--- src/rtl/gpmc_regs_pkg.sv ---
// Shared constants for the GPMC register-bus controller: local register map,
// STATUS bit positions, external-port FSM encoding and the timeout read value.
package gpmc_regs_pkg;

  localparam logic [15:0] REG_ID      = 16'h0000;
  localparam logic [15:0] REG_SCRATCH = 16'h0001;
  localparam logic [15:0] REG_CTRL    = 16'h0002;
  localparam logic [15:0] REG_STATUS  = 16'h0003;
  localparam logic [15:0] REG_TOCOUNT = 16'h0004;

  localparam int STS_TIMEOUT = 0;
  localparam int STS_DROPPED = 1;
  localparam int STS_COLLIDE = 2;
  localparam int STS_WIDTH   = 3;

  typedef enum logic {
    ST_IDLE     = 1'b0,
    ST_EXT_WAIT = 1'b1
  } ext_state_t;

  // Wide enough for any sensible data width; callers truncate.
  localparam logic [63:0] TIMEOUT_RDATA = '1;

endpackage

--- src/rtl/gpmc_ext_port.sv ---
// External slave port: req/ack handshake with a bounded wait, plus the
// address/write-enable/write-data latches presented to the slave.
//
// state       | meaning
// ST_IDLE     | no external access outstanding, accepts i_start
// ST_EXT_WAIT | o_req high, waiting for i_ack or the timeout
module gpmc_ext_port
  import gpmc_regs_pkg::*;
#(
  parameter int EXT_ADDR_WIDTH = 15,
  parameter int DATA_WIDTH     = 16,
  parameter int TIMEOUT_CYCLES = 64
) (
  input  logic                      i_clk,
  input  logic                      i_rst,
  input  logic                      i_start,
  input  logic                      i_we,
  input  logic [EXT_ADDR_WIDTH-1:0] i_addr,
  input  logic [DATA_WIDTH-1:0]     i_wdata,
  input  logic                      i_ack,
  output logic                      o_req,
  output logic                      o_we,
  output logic [EXT_ADDR_WIDTH-1:0] o_addr,
  output logic [DATA_WIDTH-1:0]     o_wdata,
  output logic                      o_busy,
  output logic                      o_rd_done,
  output logic                      o_timeout
);

  ext_state_t                r_state;
  ext_state_t                w_state_nxt;
  logic [7:0]                r_cnt;
  logic                      r_we;
  logic [EXT_ADDR_WIDTH-1:0] r_addr;
  logic [DATA_WIDTH-1:0]     r_wdata;
  logic                      w_tc;

  // Counter is 0 on the first request cycle, so terminal count at T-1 gives
  // exactly TIMEOUT_CYCLES cycles of o_req.
  assign w_tc = (r_cnt == 8'(TIMEOUT_CYCLES - 1));

  always_ff @(posedge i_clk) begin
    if (i_rst) begin
      r_state <= ST_IDLE;
    end else begin
      r_state <= w_state_nxt;
    end
  end

  always_comb begin
    w_state_nxt = r_state;
    case (r_state)
      ST_IDLE:     if (i_start) w_state_nxt = ST_EXT_WAIT;
      ST_EXT_WAIT: if (i_ack || w_tc) w_state_nxt = ST_IDLE;
      default:     w_state_nxt = ST_IDLE;
    endcase
  end

  always_comb begin
    o_req     = (r_state == ST_EXT_WAIT);
    o_busy    = (r_state == ST_EXT_WAIT);
    o_rd_done = (r_state == ST_EXT_WAIT) && i_ack && !r_we;
    o_timeout = (r_state == ST_EXT_WAIT) && !i_ack && w_tc;
  end

  always_ff @(posedge i_clk) begin
    if (i_rst) begin
      r_cnt   <= '0;
      r_we    <= 1'b0;
      r_addr  <= '0;
      r_wdata <= '0;
    end else if (r_state == ST_IDLE) begin
      r_cnt <= '0;
      if (i_start) begin
        r_we    <= i_we;
        r_addr  <= i_addr;
        r_wdata <= i_wdata;
      end
    end else begin
      r_cnt <= r_cnt + 8'd1;
    end
  end

  assign o_we    = r_we;
  assign o_addr  = r_addr;
  assign o_wdata = r_wdata;

endmodule

--- src/rtl/gpmc_bus_ctrl.sv ---
// Host register-bus controller: decodes gpmc_sync accesses, serves the local
// register file in one cycle and forwards the upper window to gpmc_ext_port.
module gpmc_bus_ctrl
  import gpmc_regs_pkg::*;
#(
  parameter int                    ADDR_WIDTH     = 16,
  parameter int                    DATA_WIDTH     = 16,
  parameter logic [ADDR_WIDTH-1:0] EXT_BASE       = 16'h8000,
  parameter int                    EXT_ADDR_WIDTH = 15,
  parameter int                    TIMEOUT_CYCLES = 64,
  parameter logic [DATA_WIDTH-1:0] ID_VALUE       = 16'hCC01
) (
  input  logic                      clk_100,
  input  logic                      rst,
  input  logic                      rd_en,
  input  logic                      wr_en,
  input  logic [ADDR_WIDTH-1:0]     address,
  input  logic [DATA_WIDTH-1:0]     wr_data,
  output logic [DATA_WIDTH-1:0]     rd_data,
  output logic                      rd_valid,
  output logic                      busy,
  output logic [DATA_WIDTH-1:0]     ctrl,
  output logic                      ext_req,
  output logic                      ext_we,
  output logic [EXT_ADDR_WIDTH-1:0] ext_addr,
  output logic [DATA_WIDTH-1:0]     ext_wdata,
  input  logic [DATA_WIDTH-1:0]     ext_rdata,
  input  logic                      ext_ack
);

  logic [DATA_WIDTH-1:0]     r_rd_data;
  logic                      r_rd_valid;
  logic [DATA_WIDTH-1:0]     r_scratch;
  logic [DATA_WIDTH-1:0]     r_ctrl;
  logic [STS_WIDTH-1:0]      r_status;
  logic [7:0]                r_tocount;

  logic                      w_strobe;
  logic                      w_busy;
  logic                      w_is_ext;
  logic                      w_accept;
  logic                      w_start;
  logic                      w_loc_wr;
  logic                      w_loc_rd;
  logic                      w_rd_done;
  logic                      w_timeout;
  logic                      w_ext_we;
  logic [EXT_ADDR_WIDTH-1:0] w_ext_off;
  logic [DATA_WIDTH-1:0]     w_loc_rdata;
  logic [STS_WIDTH-1:0]      w_sts_set;
  logic [STS_WIDTH-1:0]      w_sts_clr;

  assign w_strobe  = rd_en | wr_en;
  assign w_is_ext  = (address >= EXT_BASE);
  assign w_accept  = w_strobe && !w_busy;
  assign w_start   = w_accept && w_is_ext;
  // A simultaneous rd_en/wr_en is serviced as a write.
  assign w_loc_wr  = w_accept && !w_is_ext && wr_en;
  assign w_loc_rd  = w_accept && !w_is_ext && rd_en && !wr_en;
  assign w_ext_off = EXT_ADDR_WIDTH'(address - EXT_BASE);

  gpmc_ext_port #(
    .EXT_ADDR_WIDTH (EXT_ADDR_WIDTH),
    .DATA_WIDTH     (DATA_WIDTH),
    .TIMEOUT_CYCLES (TIMEOUT_CYCLES)
  ) u_ext_port (
    .i_clk     (clk_100),
    .i_rst     (rst),
    .i_start   (w_start),
    .i_we      (wr_en),
    .i_addr    (w_ext_off),
    .i_wdata   (wr_data),
    .i_ack     (ext_ack),
    .o_req     (ext_req),
    .o_we      (w_ext_we),
    .o_addr    (ext_addr),
    .o_wdata   (ext_wdata),
    .o_busy    (w_busy),
    .o_rd_done (w_rd_done),
    .o_timeout (w_timeout)
  );

  always_comb begin
    w_loc_rdata = '0;
    case (address)
      ADDR_WIDTH'(REG_ID):      w_loc_rdata = ID_VALUE;
      ADDR_WIDTH'(REG_SCRATCH): w_loc_rdata = r_scratch;
      ADDR_WIDTH'(REG_CTRL):    w_loc_rdata = r_ctrl;
      ADDR_WIDTH'(REG_STATUS):  w_loc_rdata = DATA_WIDTH'(r_status);
      ADDR_WIDTH'(REG_TOCOUNT): w_loc_rdata = DATA_WIDTH'(r_tocount);
      default:                  w_loc_rdata = '0;
    endcase
  end

  always_comb begin
    w_sts_set              = '0;
    w_sts_set[STS_TIMEOUT] = w_timeout;
    w_sts_set[STS_DROPPED] = w_strobe && w_busy;
    w_sts_set[STS_COLLIDE] = w_accept && rd_en && wr_en;
    w_sts_clr              = '0;
    if (w_loc_wr && (address == ADDR_WIDTH'(REG_STATUS))) begin
      w_sts_clr = wr_data[STS_WIDTH-1:0];
    end
  end

  always_ff @(posedge clk_100) begin
    if (rst) begin
      r_rd_data  <= '0;
      r_rd_valid <= 1'b0;
    end else begin
      r_rd_valid <= 1'b0;
      if (w_rd_done) begin
        r_rd_data  <= ext_rdata;
        r_rd_valid <= 1'b1;
      end else if (w_timeout && !w_ext_we) begin
        r_rd_data  <= DATA_WIDTH'(TIMEOUT_RDATA);
        r_rd_valid <= 1'b1;
      end else if (w_loc_rd) begin
        r_rd_data  <= w_loc_rdata;
        r_rd_valid <= 1'b1;
      end
    end
  end

  always_ff @(posedge clk_100) begin
    if (rst) begin
      r_scratch <= '0;
      r_ctrl    <= '0;
      r_status  <= '0;
      r_tocount <= '0;
    end else begin
      // Hardware set wins over a same-cycle write-1-to-clear.
      r_status <= (r_status & ~w_sts_clr) | w_sts_set;
      if (w_loc_wr && (address == ADDR_WIDTH'(REG_SCRATCH))) r_scratch <= wr_data;
      if (w_loc_wr && (address == ADDR_WIDTH'(REG_CTRL)))    r_ctrl    <= wr_data;
      if (w_timeout) begin
        if (r_tocount != 8'hFF) r_tocount <= r_tocount + 8'd1;
      end else if (w_loc_wr && (address == ADDR_WIDTH'(REG_TOCOUNT))) begin
        r_tocount <= '0;
      end
    end
  end

  assign rd_data  = r_rd_data;
  assign rd_valid = r_rd_valid;
  assign busy     = w_busy;
  assign ctrl     = r_ctrl;
  assign ext_we   = w_ext_we;

endmodule

--- config.mk ---
export PLATFORM = sky130hd
export DESIGN_NAME = gpmc_bus_ctrl
export DESIGN_NICKNAME = d
export VERILOG_FILES = /design/src/rtl/gpmc_regs_pkg.sv /design/src/rtl/gpmc_ext_port.sv /design/src/rtl/gpmc_bus_ctrl.sv
export SDC_FILE = /design/constraint.sdc
export NUM_CORES = 1
export LEC_CHECK = 0
export CORE_MARGIN = 5
export CORE_UTILIZATION = 51
export DETAILED_ROUTE_END_ITERATION = 10
export PLACE_DENSITY_LB_ADDON = 0.25
export RECOVER_POWER = 100
export SYNTH_ARGS = -nofsm -noshare
export SYNTH_HDL_FRONTEND = slang
export SYNTH_SLANG_ARGS = --single-unit
--- constraint.sdc ---
create_clock -name clk_100 -period 3.7 [get_ports clk_100]
set_input_delay 0.74 -clock clk_100 [delete_from_list [all_inputs] [get_ports clk_100]]
set_output_delay 0.74 -clock clk_100 [all_outputs]
set_load 0.005 [all_outputs]
# --- Yosys cells after proc, flatten, opt, wreduce, memory -nomap -nowiden ---
# Index checks and enable logic that the tools add are counted.
word_totals:
  regBits: 101
  in_bits: 53
  out_inout_bits: 67
  word_cells: 71
op_classes:
  n_addsub: 3
  magnitude_cmp: 1
  n_eq_ne: 7
  mux: 14
  bitwise_logic: 5
  n_reduce_logical: 30
op_table:
  columns: ["op", "n"]
  rows:
  - ["$pmux 16 s5", 1]
  - ["$mux 16", 3]
  - ["$eq 16x2->1 const B", 2]
  - ["$mux 8", 3]
  - ["$logic_and 1x1->1", 18]
  - ["$add 8x1->8 const B", 2]
  - ["$eq 16x1->1 const B", 1]
  - ["$eq 16x3->1 const B", 1]
  - ["$ge 16x16->1 const B", 1]
  - ["$logic_not 16->1", 1]
  - ["$sub 15x1->15 const B", 1]
  - ["$eq 8x6->1 const B", 1]
  - ["$ne 8x8->1 const B", 1]
  - ["$logic_not 1->1", 5]
  - ["$mux 1", 5]
  - ["$reduce_and 2->1", 2]
  - ["$and 3x3->3", 1]
  - ["$mux 3", 1]
  - ["$not 3->3", 1]
  - ["$or 3x3->3", 1]
  - ["$reduce_bool 3->1", 1]
  - ["$ne 2x1->1 const B", 1]
  - ["$pmux 1 s2", 1]
  - ["$reduce_bool 2->1", 1]
  - ["other kinds (4)", 4]

# --- Depth between registers and ports, before layout ---
# Gate-level depths: netlist of run 1.
depth:
  word_depth: 9
  mapped_depth: 7
  mapped_depth_nobuf: 6

# --- By module ---
# A second synthesis of run 1 with hierarchy kept.
unflattened:
  hier_cells: 558
  hier_area_um2: 4569.4
modules_own_cells:
  columns: ["mod", "n_inst", "cells_per_inst", "area_each_um2", "seq_area_each_um2"]
  rows:
  - ["gpmc_bus_ctrl", 1, 374, 3059.2, 1201.2]
  - ["gpmc_ext_port", 1, 184, 1510.2, 820.8]

# --- Worst setup path after synthesis of run 1 ---
# Ideal clock, no wire load.
synth_path:
  path_kind: "input to register"
  from: "input port address[8]"
  to: "register r_rd_data[10], in the netlist rd_data[10]"
  setup_time_ps: 60
  arrival_time_ps: 2486
  required_time_ps: 3640
  setup_slack_ps: 1155
  cell_stages: 7
  path_buffers: 2
  cell_sequence: "or4_4 > or4_1 > buf_2 > buf_6 > a221oi_2 > o22a_1 > a22o_1"
synth_via:
  elab_chain_len: 6
  elab_cells_between_ends: 15
  cone_classes: "order compare (1); eq/ne (4); mux (4); reduce/logical (6)"
synth_rtl:
  columns: ["element", "line", "rtl"]
  rows:
  - ["from (decl)", "gpmc_bus_ctrl.sv:17", "input logic [ADDR_WIDTH-1:0] address,"]
  - ["$ge 16x16->1", "gpmc_bus_ctrl.sv:54", "assign w_is_ext = (address >= EXT_BASE);"]
  - ["$logic_not 1->1", "gpmc_bus_ctrl.sv:59", "assign w_loc_rd = w_accept && !w_is_ext && rd_en && !wr_en;"]
  - ["$logic_and 1x1->1 (3 in a row)", "gpmc_bus_ctrl.sv:59", null]
  - ["$reduce_bool 3->1 (no source line)", null, null]
  - ["to (signal assigned)", "gpmc_bus_ctrl.sv:113", "r_rd_data <= ext_rdata;"]
  - ["to (signal assigned)", "gpmc_bus_ctrl.sv:116", "r_rd_data <= DATA_WIDTH'(TIMEOUT_RDATA);"]
  - ["to (signal assigned)", "gpmc_bus_ctrl.sv:119", "r_rd_data <= w_loc_rdata;"]
  - ["to (decl)", "gpmc_bus_ctrl.sv:31", "logic [DATA_WIDTH-1:0] r_rd_data;"]
# Parallel ways exist; a longest one is shown, timed or not. The select of a mux whose other input is x is not followed.
# A chain may end at the register's enable or synchronous reset.

# --- Worst setup path after layout of run 1 ---
layout_path:
  from: "input port address[15]"
  to: "register r_rd_data[15], in the netlist rd_data[15]"
# The elaborated chain is that of the path after synthesis.

==> run_results.csv, run 1 <==
group,metric,value,unit
floorplan,num_rows,33,
final_layout,fillers,679,
drt,via_per_inst,5.60,
synth,synth_edf_count,0,
run_status,status,"finished clean",
worst_setup_path,cp-start-kind,"input port",
sta,hold_viol_final,0,
global_route,antenna_found_initial,0,
drt,dr_wl_met2,5530,microns
synth,ys_top_cells_by_area,"dfxtp_1 (48%), nand2_1 (12%), a21oi_1 (8.4%)",
global_route,grt_overflow,0,
worst_setup_path,crit_path_cell_trace,"dlygate4sd3_1 -> or4_1 -> or4_1 -> a221oi_1 -> o22a_1 -> a22o_1",
synth,syn_area_per_cell,8.19,sq um
synth,seq_area_frac_synth,47.6,%
sta,setup_viol,0,
sta,min_period_over_period,83.1,%
drt,postRouteAntennaNets,0,
synth,post_synth_inst_count,518,
flow_run,max-cap-violations,0,
placement,hpwl,8690,microns
clock_network,postCtsResizedCells,0,
placement,gp_congestion,0.828,
final_layout,nets,683,
sta,finalSetupTns,0,ns
synth,ys.warnings.count,0,
floorplan,die_w,101,microns
clock_network,cts_tree,"yes",
worst_setup_path,slowest_stage,"or4_1",
floorplan,die_y,101,microns
hold_path,min_from,"u_ext_port.o_wdata[1]",
final_layout,syn_to_final_growth,34.0,%
sta,slew_headroom,14.1,%
synth,synth_top_area_cell,"dfxtp_1",
worst_setup_path,cp-startpoint,"address[15]",
sta,whs,0.455,ns
synth,synth_async_sr_flop_share,0,%
sta,fin_worst_skew,0.00614,ns
floorplan,start_util,51.9,%
worst_setup_path,arrival,3.37,ns
clock_network,cts_hold_buf,0,
worst_setup_path,crit_type,"in -> reg",
drt,drt-total-wl,11700,microns
clock_network,cts_buffers,9,
power,power_leakage,2.15,nW
global_route,grt_start_max_net_pins,60,
synth,synth_top_cells_by_count,"nand2_1 (133), dfxtp_1 (101), a21oi_1 (71)",
worst_setup_path,required,4.00,ns
floorplan,die_area,10200,sq um
worst_setup_path,worstPathMaxFanout,16,
hold_path,hp-class,"reg -> reg",
placement,port_buffers,119,
global_route,grt_pass1_wl,19200,microns
synth,synth_top_area_share,47.6,%
clock_network,clk_pin_slew,0.09,ns
drt,drt_pass1_iterations,5,
synth,synth.distinct_cells,45,
drt,num_vias,4123,
worst_setup_path,cp-end-kind,"flop",
worst_setup_path,crit-reg2reg-launch,"u_ext_port.r_cnt[0]",
clock_network,cts_setup_buffers,0,
global_route,grt_usage,23.1,%
floorplan,io_pins,120,
final_layout,drive_gt1_share,6.34,%
drt,drc_errors,0,
worst_setup_path,cp_common_cell,"or4_1",
clock_network,cts_sinks,101,
worst_setup_path,worst_path_largest_cell_delay,0.77,ns
sta,finalCriticalPeriod,3.07,ns
sta,rsz0062_at_grt,"no",
drt,detail_route.iter0.violations,281,
clock_network,clock-root-buffer,"clkbuf_8",
synth,synth_most_common_cell,"nand2_1",
power,power.density,367,nW/um^2
sta,timing.fmax,0.325,GHz
global_route,grt_pass1_vias,3965,
floorplan,coreArea,8180,sq um
synth,syn_area,4240,sq um
clock_network,clk_path_buf_depth,2,
synth,syn_nets,573,
power,vdd_drop_max,236,uV
clock_network,clkLatencyLatePin,0.36,ns
drt,met3_wirelength,828,microns
drt,routed.top_layer,"met4",
clock_network,cts_htree_levels,3,
sta,worstMarginPinSlew,1.29,ns
final_layout,multi_input_area,2030,sq um
drt,m1WireLength,5170,microns
final_layout,n_antenna_cell,0,
synth,synthFlopType,"dfxtp_1",
final_layout,regArea,2020,sq um
synth,ys_seq_elements,101,
sta,drv_slew,0,
drt,wl_per_cell,16.0,microns
==> metal layers <==
metal / up-vias / track usage, %
met5: - / 0
met4: 0 / 7.77
met3: 20 / 5.58
met2: 142 / 37.0
met1: 1958 / 30.6
li1: 2003 / -
==> metrics by stage <==
| step | util, % | instance area [sq um] | worst slack [ns] | instances | power, mW |
|---|---|---|---|---|---|
| 6_report | 69.5 | 5690 | 0.627 | 736 | 2.09 |
| 5_1_grt | 69.5 | 5690 | 0.575 | 736 | 2.16 |
| 4_1_cts | 70.0 | 5720 | 0.765 | 736 | 2.11 |
| 3_5_place_dp | 67.5 | 5520 | 0.378 | 722 | 1.39 |
| 3_3_place_gp | 67.5 | 5520 | 0.438 | 722 | 1.38 |
| 2_1_floorplan | - | 4240 | 1.15 | 518 | 1.24 |
==> worst max-delay path, delay by kind of cell <==
kind	cells	cell delay [ns]
and+or+nand+nor	2	1.28
AOI/OAI and AO/OA	3	0.75
buffers and inverters	1	0.61
==> cells by family (layout without fill, tap and decap cells) <==
kind of cell,count (synthesis),count (layout),share of synthesized area (%)
simple gates,229,229,24.7
fa+ha+maj,2,2,0.590
xor+xnor,11,11,2.27
compound gates,130,130,19.9
flops,101,101,47.6
buf+inv,42,155,4.13
mux,3,3,0.766
==> registers in the layout, summed over array words and instances (netlist names) <==
name and count:
ctrl 16, r_scratch 16, rd_data 16, u_ext_port.o_wdata 16, u_ext_port.o_addr 15, r_tocount 8
u_ext_port.r_cnt 8, r_status 3, rd_valid 1, u_ext_port.o_busy 1, u_ext_port.o_we 1
==> cell type report <==
cell class,count,share of cell area (%)
timing repair buffer,132,22.4
multi-input combinational,375,35.6
sequential,101,35.6
tap,105,2.31
inverter,9,0.594
clock inverter,5,1.36
clock buffer,9,2.18
==> worst paths after layout <==
kind                            cells after the start                    end  slack, ns
worst max-delay path                                6            rd_data[15]       0.63
worst min-delay path                                2  u_ext_port.o_wdata[1]       0.45
worst max register to register                      7             rd_data[3]       1.44
worst min register to register                      2  u_ext_port.o_wdata[1]       0.45
==> layout by cell type (no fill, tap or decap), types with 5 or more instances in the layout <==
master / n
dfxtp_1: 101
nand2_1: 133
xnor2_1: 7
a22o_1: 6
buf_4: 10
nand2b_1: 8
a32o_1: 10
nor2_1: 24
o21ai_0: 10
a211o_1: 6
a22oi_1: 12
or2_2: 10
nor3_1: 5
dlygate4sd3_1: 68
nor2b_1: 7
clkdlybuf4s50_1: 50
clkbuf_8: 9
inv_1: 9
a21oi_1: 71
nand3_1: 15
==> report_power, final <==
group | total (mW) | switching, mW | internal (mW)
registers | 1.13 | 0.0139 | 1.11
clock network | 0.733 | 0.361 | 0.371
logic | 0.226 | 0.110 | 0.116
total | 2.09 | 0.485 | 1.60
No activity file was read; power rests on OpenSTA's default activity.
==> run 2, diff against run 1 <==
- CORE_UTILIZATION: 51 -> 43
- clock period: 3.7 -> 2.75 ns (I/O delays scaled with it)
==> run 2 against run 1 <==
Against the previous run: critical path depth up 1; sequential share of layout area fell by 1.4 points; count of clock-buffer cells in the layout is 1 higher; flip-flop and latch count is the same; clock power increased by 56%; sequential power grew 35%; cell count up 6.3%.
==> run_results.csv, run 2 (same netlist as run 1, synthesis figures left out) <==
group,metric,value,unit
sta,fin_worst_skew,0.0120,ns
global_route,grt_overflow,0,
clock_network,cts_sinks,101,
final_layout,drive_gt1_share,9.24,%
clock_network,cts_hold_buf,0,
run_status,status,"finished clean",
sta,rsz0062_at_grt,"no",
floorplan,die_area,12000,sq um
clock_network,clkLatencyLatePin,0.36,ns
worst_setup_path,cp_common_cell,"or4_1",
clock_network,postCtsResizedCells,0,
flow_run,max-cap-violations,0,
worst_setup_path,cp-start-kind,"input port",
floorplan,io_pins,120,
global_route,antenna_found_initial,0,
final_layout,n_antenna_cell,0,
worst_setup_path,crit-reg2reg-launch,"u_ext_port.r_cnt[0]",
sta,min_period_over_period,93.9,%
worst_setup_path,worst_path_largest_cell_delay,0.61,ns
sta,timing.fmax,0.387,GHz
worst_setup_path,worstPathMaxFanout,14,
worst_setup_path,slowest_stage,"or4_1",
placement,hpwl,9030,microns
floorplan,num_rows,36,
floorplan,coreArea,9680,sq um
sta,whs,0.455,ns
clock_network,clk_path_buf_depth,2,
clock_network,cts_buffers,9,
drt,drt-total-wl,12100,microns
drt,num_vias,4096,
power,power.density,502,nW/um^2
sta,finalCriticalPeriod,2.58,ns
sta,drv_slew,0,
sta,worstMarginPinSlew,0.852,ns
worst_setup_path,cp-startpoint,"address[15]",
placement,gp_congestion,0.845,
drt,detail_route.iter0.violations,265,
power,vdd_drop_max,277,uV
final_layout,final_cell_mix,"nand2_1 (133), dfxtp_1 (101), a21oi_1 (71)",
worst_setup_path,crit_type,"in -> reg",
drt,drc_errors,0,
worst_setup_path,arrival,2.89,ns
final_layout,layout_commonest_cell,"nand2_1",
worst_setup_path,crit_path_cell_trace,"dlygate4sd3_1 -> or4_1 -> or4_1 -> buf_12 -> a221oi_2 -> o22a_1 -> a22o_1",
floorplan,start_util,43.8,%
drt,via_per_inst,5.24,
final_layout,syn_to_final_growth,39.3,%
floorplan,die_y,109,microns
worst_setup_path,cp-end-kind,"flop",
sta,setup_viol,0,
drt,postRouteAntennaNets,0,
sta,slew_headroom,43.2,%
clock_network,cts_htree_levels,3,
global_route,grt_pass1_wl,19700,microns
floorplan,die_w,109,microns
clock_network,clock-root-buffer,"clkbuf_8",
hold_path,hp-class,"reg -> reg",
final_layout,nets,699,
drt,wl_per_cell,15.5,microns
global_route,grt_usage,20.5,%
power,p_total,2.97,mW
clock_network,clk_pin_slew,0.09,ns
placement,port_buffers,119,
clock_network,cts_setup_buffers,0,
power,power_leakage,2.26,nW
global_route,grt_start_max_net_pins,57,
clock_network,cts_tree,"yes",
hold_path,min_from,"u_ext_port.r_cnt[0]",
worst_setup_path,required,3.06,ns
drt,drt_pass1_iterations,4,
global_route,grt_pass1_vias,3940,
sta,hold_viol_final,0,
run 2: layer usage:
metal	share of wire, %	GRT usage [%]	up-vias
li1	-	-	2034
met1	47	28.8	1924
met2	46	32.3	131
met3	6.7	5.70	7
met4	0.50	3.03	0
met5	0	0	-
run 2: cell type report:
cell class,count,area (sq um)
Fill cell,877,3770
Multi-Input combinational cell,375,2050
Tap cell,133,166
Clock buffer,10,138
Inverter,9,33.8
Sequential cell,101,2020
Timing Repair Buffer,148,1400
Clock inverter,6,109
run 2: power breakdown:
| part | internal, mW | leakage [nW] | total (mW) | switching [mW] |
|---|---|---|---|---|
| Sequential | 1.50 | 0.819 | 1.52 | 0.0187 |
| Combinational | 0.161 | 1.31 | 0.310 | 0.149 |
| Clock | 0.630 | 0.127 | 1.14 | 0.513 |
| Total | 2.29 | 2.26 | 2.97 | 0.680 |
run 2: critical path, delay by kind of cell:
family | cells | cell delay [ns]
compound gates | 3 | 0.47
buf+inv | 2 | 0.80
simple gates | 2 | 1.06
run 2: per-stage QoR:
stage	instances	area [sq um]	TNS (ns)	util, %	setup WS (ns)
CTS	782	5940	0	61.3	0.222
finish	782	5910	0	61.1	0.166
floorplan	518	4240	0	-	0.395
detailed placement	766	5690	-1.33	58.7	-0.166
global placement	766	5690	-0.859	58.7	-0.127
global route	782	5910	0	61.1	0.0763
run 2: final timing paths:
path                          to  slack, ns  depth (start not counted)
min reg2reg  u_ext_port.r_cnt[0]       0.45                          1
max reg2reg           rd_data[6]       0.49                          7
min          u_ext_port.r_cnt[0]       0.45                          1
max                  rd_data[11]       0.17                          7
==> run 3, diff against run 2 <==
- GPL_ROUTABILITY_DRIVEN: not set -> 1
- SLEW_MARGIN: not set -> 20
==> results of run 3 <==
No change in the layout: final DEF, timing and power equal those of run 2.
